## config.mk

```make
export PLATFORM = sky130hd
export DESIGN_NAME = divider_scale_ctrl
export DESIGN_NICKNAME = d
export VERILOG_FILES = /design/src/rtl/divider_scale_ctrl.sv
export SDC_FILE = /design/constraint.sdc
export NUM_CORES = 1
export LEC_CHECK = 0
export BUFFER_PORTS_ARGS = -buffer_cell sky130_fd_sc_hd__buf_2
export CAP_MARGIN = 20
export CORE_UTILIZATION = 45
export DETAILED_ROUTE_END_ITERATION = 12
export HOLD_SLACK_MARGIN = 0.15
export PLACE_DENSITY = 0.75
export REMOVE_ABC_BUFFERS = 1
export SKIP_CTS_REPAIR_TIMING = 1
export SLEW_MARGIN = 25
export SYNTH_ARGS = -nofsm -noshare
export SYNTH_HDL_FRONTEND = slang
export SYNTH_SLANG_ARGS = --single-unit
```

## constraint.sdc

```tcl
create_clock -name clk_in -period 1.5 [get_ports clk_in]
set_input_delay 0.225 -clock clk_in [delete_from_list [all_inputs] [get_ports clk_in]]
set_output_delay 0.225 -clock clk_in [all_outputs]
set_load 0.02 [all_outputs]
```

## src/rtl/divider_scale_ctrl.sv

```systemverilog
// divider_scale_ctrl
//   Arbitrates scale-change requests from two requesters (A, B) and reprograms a clock
//   divider. Each reprogram holds the divider in reset for HOLD_CYCLES, then waits
//   SETTLE_CYCLES after release before acknowledging the granted requester.
//   Ties are resolved round-robin; A wins the first tie after reset.
//
// Optional feature (compile-time macro):
//   DIVCTRL_SKIP_SAME_EN - a granted scale equal to cur_scale skips HOLD/SETTLE and is
//                          acknowledged on the next cycle with div_nrst kept high.
//
// Ports:
//   clk_in            - sole clock, rising edge
//   nrst              - asynchronous active-low reset
//   req_a / req_b     - level requests for a scale change
//   scale_a / scale_b - requested scale, valid while the matching req is high
//   ack_a / ack_b     - one-cycle completion pulse to the granted requester
//   div_nrst          - divider active-low reset
//   div_scale         - divider scale, changes only at grant
//   cur_scale         - last scale fully applied (acknowledged)
//   busy              - high in every state except idle
module divider_scale_ctrl #(
  parameter int unsigned WIDTH         = 8,
  parameter int unsigned HOLD_CYCLES   = 4,
  parameter int unsigned SETTLE_CYCLES = 16
) (
  input  logic             clk_in,
  input  logic             nrst,
  input  logic             req_a,
  input  logic             req_b,
  input  logic [WIDTH-1:0] scale_a,
  input  logic [WIDTH-1:0] scale_b,
  output logic             ack_a,
  output logic             ack_b,
  output logic             div_nrst,
  output logic [WIDTH-1:0] div_scale,
  output logic [WIDTH-1:0] cur_scale,
  output logic             busy
);

  localparam int unsigned MaxCycles  = (HOLD_CYCLES > SETTLE_CYCLES) ? HOLD_CYCLES
                                                                     : SETTLE_CYCLES;
  localparam int unsigned CntW       = $clog2(MaxCycles + 1);
  localparam logic [CntW-1:0] HoldLast   = CntW'(HOLD_CYCLES - 1);
  localparam logic [CntW-1:0] SettleLast = CntW'(SETTLE_CYCLES - 1);

  typedef enum logic [2:0] {
    StInit,
    StIdle,
    StHold,
    StSettle,
    StAck
  } state_e;

  state_e            state_q, state_d;
  logic [CntW-1:0]   cnt_q, cnt_d;
  logic [WIDTH-1:0]  div_scale_q, div_scale_d;
  logic [WIDTH-1:0]  cur_scale_q, cur_scale_d;
  logic              grant_b_q, grant_b_d;  // requester owning the current grant (1 = B)
  logic              last_b_q, last_b_d;    // last granted requester (1 = B)

  logic              pick_b;
  logic [WIDTH-1:0]  pick_scale;

  // B wins if it is the only requester, or on a tie when A was granted last.
  assign pick_b     = req_b & (~req_a | ~last_b_q);
  assign pick_scale = pick_b ? scale_b : scale_a;

  always_comb begin
    state_d     = state_q;
    cnt_d       = cnt_q + CntW'(1);
    div_scale_d = div_scale_q;
    cur_scale_d = cur_scale_q;
    grant_b_d   = grant_b_q;
    last_b_d    = last_b_q;

    unique case (state_q)
      StInit: begin
        if (cnt_q == HoldLast) begin
          state_d = StIdle;
          cnt_d   = '0;
        end
      end
      StIdle: begin
        cnt_d = '0;
        if (req_a || req_b) begin
          grant_b_d   = pick_b;
          last_b_d    = pick_b;
          div_scale_d = pick_scale;
`ifdef DIVCTRL_SKIP_SAME_EN
          if (pick_scale == cur_scale_q) begin
            state_d     = StAck;
            cur_scale_d = pick_scale;
          end else begin
            state_d = StHold;
          end
`else
          state_d = StHold;
`endif
        end
      end
      StHold: begin
        if (cnt_q == HoldLast) begin
          state_d = StSettle;
          cnt_d   = '0;
        end
      end
      StSettle: begin
        if (cnt_q == SettleLast) begin
          state_d     = StAck;
          cnt_d       = '0;
          cur_scale_d = div_scale_q;
        end
      end
      StAck: begin
        state_d = StIdle;
        cnt_d   = '0;
      end
      default: begin
        state_d = StInit;
        cnt_d   = '0;
      end
    endcase
  end

  always_ff @(posedge clk_in or negedge nrst) begin
    if (!nrst) begin
      state_q     <= StInit;
      cnt_q       <= '0;
      div_scale_q <= '0;
      cur_scale_q <= '0;
      grant_b_q   <= 1'b0;
      last_b_q    <= 1'b1;
    end else begin
      state_q     <= state_d;
      cnt_q       <= cnt_d;
      div_scale_q <= div_scale_d;
      cur_scale_q <= cur_scale_d;
      grant_b_q   <= grant_b_d;
      last_b_q    <= last_b_d;
    end
  end

  // Outputs decode straight from the state register so reset forces them immediately.
  assign div_nrst  = (state_q == StIdle) || (state_q == StSettle) || (state_q == StAck);
  assign busy      = (state_q != StIdle);
  assign ack_a     = (state_q == StAck) && !grant_b_q;
  assign ack_b     = (state_q == StAck) && grant_b_q;
  assign div_scale = div_scale_q;
  assign cur_scale = cur_scale_q;

endmodule

```

==> flow_metrics.py <==
metrics = {
    "critical_path": {
        "path_class": "reg2out",
        "reg2regPathDepth": 6,
        "cpMostUsedCell": "buf_6",
        "regToRegSetupSlack_ns": -0.01,
        "cp.required_ns": 1.27,
        "worst-path-buf-inv": 3,
        "critPathLaunchType": "flop",
        "cp.arrival_ns": 1.30,
        "cpLargestDelayFamily": "flip-flops",
        "crit_path_end_kind": "output pin",
        "cp_cell_sequence": "buf_4, nor2b_4, buf_6, nand2_1, buf_6",
        "reg2reg_to": "cur_scale[0]",
        "max_stage_delay_ns": 0.41,
        "r2r-start": "cnt_q[0]",
        "cp_max_fo": 2,
        "crit_slowest_cell": "dfrtp_1",
    },
    "clock_network": {
        "cts_tree": "done",
        "clockBufferDepth": 2,
        "cts.sinks": 26,
        "clk_pin_slew_ns": 0.14,
        "clock-root-buffer": "clkbuf_4",
        "cts_buffers": 3,
        "worstSkewPairLatency_ns": 0.33,
        "h-tree-depth": 1,
    },
    "pwr": {
        "leakagePower_nw": 0.899,
        "ir_drop_uv": 1140,
        "p_sw_w": 0.00106,
        "power_density_mw_per_mm2": 1580,
        "swShare_pct": 37.5,
        "pwr-share-clk_pct": 11.0,
        "p_int_w": 0.00177,
        "p_comb_share_pct": 48.4,
        "p_seq_share_pct": 40.6,
    },
    "drt": {
        "drt_iter0_markers": 10,
        "drtPass1Iterations": 4,
        "drt-total-wl_microns": 3020,
        "top_layer_used": "met4",
        "dr_wl_met3_microns": 107,
        "wl_met1_microns": 1310,
        "vias": 993,
        "drc": 0,
        "wl_met2_microns": 1550,
        "ant_nets": 0,
        "wire_per_inst_microns": 16.2,
        "viasPerCell": 5.34,
    },
    "timing": {
        "fin_worst_skew_ns": 0.0137,
        "slew_viol_final": 0,
        "worst_pin_slew_ns": 0.589,
        "fin_crit_sh_pct": 102,
        "setup_ws_ns": -0.0226,
        "setup_viol": 4,
        "hold_violations": 0,
        "period_needed_ns": 1.52,
        "grt_setup_unrepaired": "true",
        "max_slew_margin_pct": 60.8,
        "setup_tns_ns": -0.0387,
        "fmax_ghz": 0.657,
    },
    "hold_path": {
        "holdPathStages": 3,
        "hold_path_class": "in2reg",
        "min_from": "scale_a[7]",
        "min_to": "div_scale[7]",
    },
    "place": {
        "placed_cell_area_sq_mm": 0.00155,
        "io_buffers": 39,
        "place_congestion": 0.854,
        "dp_slack_ns": -0.237,
        "dp_hpwl_microns": 2000,
    },
    "logic_synthesis": {
        "syn_avg_cell_area_sq_um": 13.0,
        "synth-async-reset-ratio_pct": 100,
        "synth-main-ff-cell": "dfrtp_1",
        "yosysWarnings": 0,
        "synth_edf_count": 0,
        "syn-cell-area_sq_mm": 0.00126,
        "yosysSeqAreaShare_pct": 51.6,
        "ys_ff_latch": 26,
        "netlist_instances": 97,
        "synth.distinct_cells": 28,
    },
    "outcome": {
        "status": "finished, violations left",
        "failed_checks": "negative setup slack",
    },
    "global_route": {
        "grt-ovfl-total": 0,
        "first_global_vias": 1041,
        "grtUsageTotal_pct": 21.2,
        "antenna_found_initial": 0,
        "grt_max_degree": 27,
        "grt_pass1_wl_microns": 4450,
    },
    "die": {
        "core-area_sq_mm": 0.00257,
        "die_w_microns": 55.0,
        "io_pins": 40,
        "initial_core_util_pct": 49.2,
        "num_rows": 18,
        "die_h_microns": 55.0,
        "die_area_sq_mm": 0.00302,
    },
    "run": {
        "drv_cap": 0,
    },
    "cells_and_area": {
        "final_nets": 180,
        "fin_area_sq_mm": 0.00180,
        "drive_gt1_share_pct": 66.0,
        "layout-area-overhead-vs-synth_pct": 42.5,
        "antennaDiodeCount": 0,
    },
}
==> area by class of cell <==
cell class / instances / area [sq um]
flip-flops and latches: 26 / 652
well taps: 30 / 37.5
fillers: 198 / 768
inverters: 5 / 18.8
repair buffers: 57 / 378
clock buffers: 4 / 26.3
multi-input cells: 64 / 687
==> cell usage after synthesis, drive strengths merged (2+ instances only) <==
library cell | n | share of area, %
nor2 | 2 | 0.59
o21ai | 2 | 0.79
nand2 | 5 | 1.5
ha | 3 | 3.0
nor3 | 4 | 1.6
a21oi | 2 | 0.79
buf | 4 | 3.1
nand3 | 5 | 2.0
dfrtp | 25 | 50
mux2 | 26 | 23
nor2b | 2 | 1.6
inv | 5 | 1.5
==> routing by layer <==
metal | vias up | GRT usage [%]
met5 | - | 0
met4 | 0 | 8.33
met3 | 4 | 3.01
met2 | 29 | 38.0
met1 | 493 | 25.5
li1 | 467 | -
==> metrics by stage <==
stage	std cells	hold slack [ns]	utilization, %	total power (W)
after floorplan	93	-0.0706	-	0.00181
final	186	0.241	70.1	0.00284
after global routing	186	0.252	70.1	0.00300
after global placement	173	0.251	60.4	0.00219
after CTS	177	-0.120	61.5	0.00257
after detailed placement	173	0.257	60.4	0.00226
==> kinds of logic after synthesis <==
group	after synthesis	share of synthesized area [%]
and+or+nand+nor	23	10.6
xor gates and xnor gates	2	1.39
adders and majority gates	3	2.97
muxes	26	23.5
AOI/OAI and AO/OA	8	5.35
DFF	26	51.6
buffers and inverters	9	4.56
==> placed cells by master (no fill, tap or decap), drive strengths merged, types with 2 or more instances in the layout <==
cell type	count
clkbuf	4
nand2	5
inv	5
nand3	5
dfrtp	25
nor3	4
nand4	2
nor2	2
buf	56
a21boi	2
ha	3
nor2b	2
o21ai	2
a21oi	2
mux2	26
==> worst max-delay path by stage <==
stage / from / endpoint / cells after the start
floorplan: cnt_q[0] / cnt_q[4] / 6
global placement: cnt_q[0] / cur_scale[2] / 6
detailed placement: cnt_q[0] / cur_scale[1] / 6
CTS: cnt_q[0] / cur_scale[1] / 6
global route: state_q[0] / ack_a / 5
finish: state_q[1] / busy / 5
==> flip-flops by register name (all words and copies together), names as in the netlist <==
register	flops
state_q	3
cur_scale	8
div_scale	8
grant_b_q	1
cnt_q	5
last_b_q	1
==> power by group through the flow <==
stage               clock network [W]  registers (W)  logic (W)
global placement                    0        0.00112    0.00107
floorplan                           0        0.00132   0.000481
global route                 0.000338        0.00118    0.00148
detailed placement                  0        0.00113    0.00113
CTS                          0.000319        0.00113    0.00113
finish                       0.000311        0.00115    0.00137
==> worst reg2reg max path, cell delays in order, from the launching register on <==
cell	delay, ns
dfrtp_1	0.38
ha_2	0.19
nand3_2	0.09
inv_2	0.08
ha_4	0.18
nand4_4	0.15
mux2_4	0.33
No activity file was read; power rests on OpenSTA's default activity.
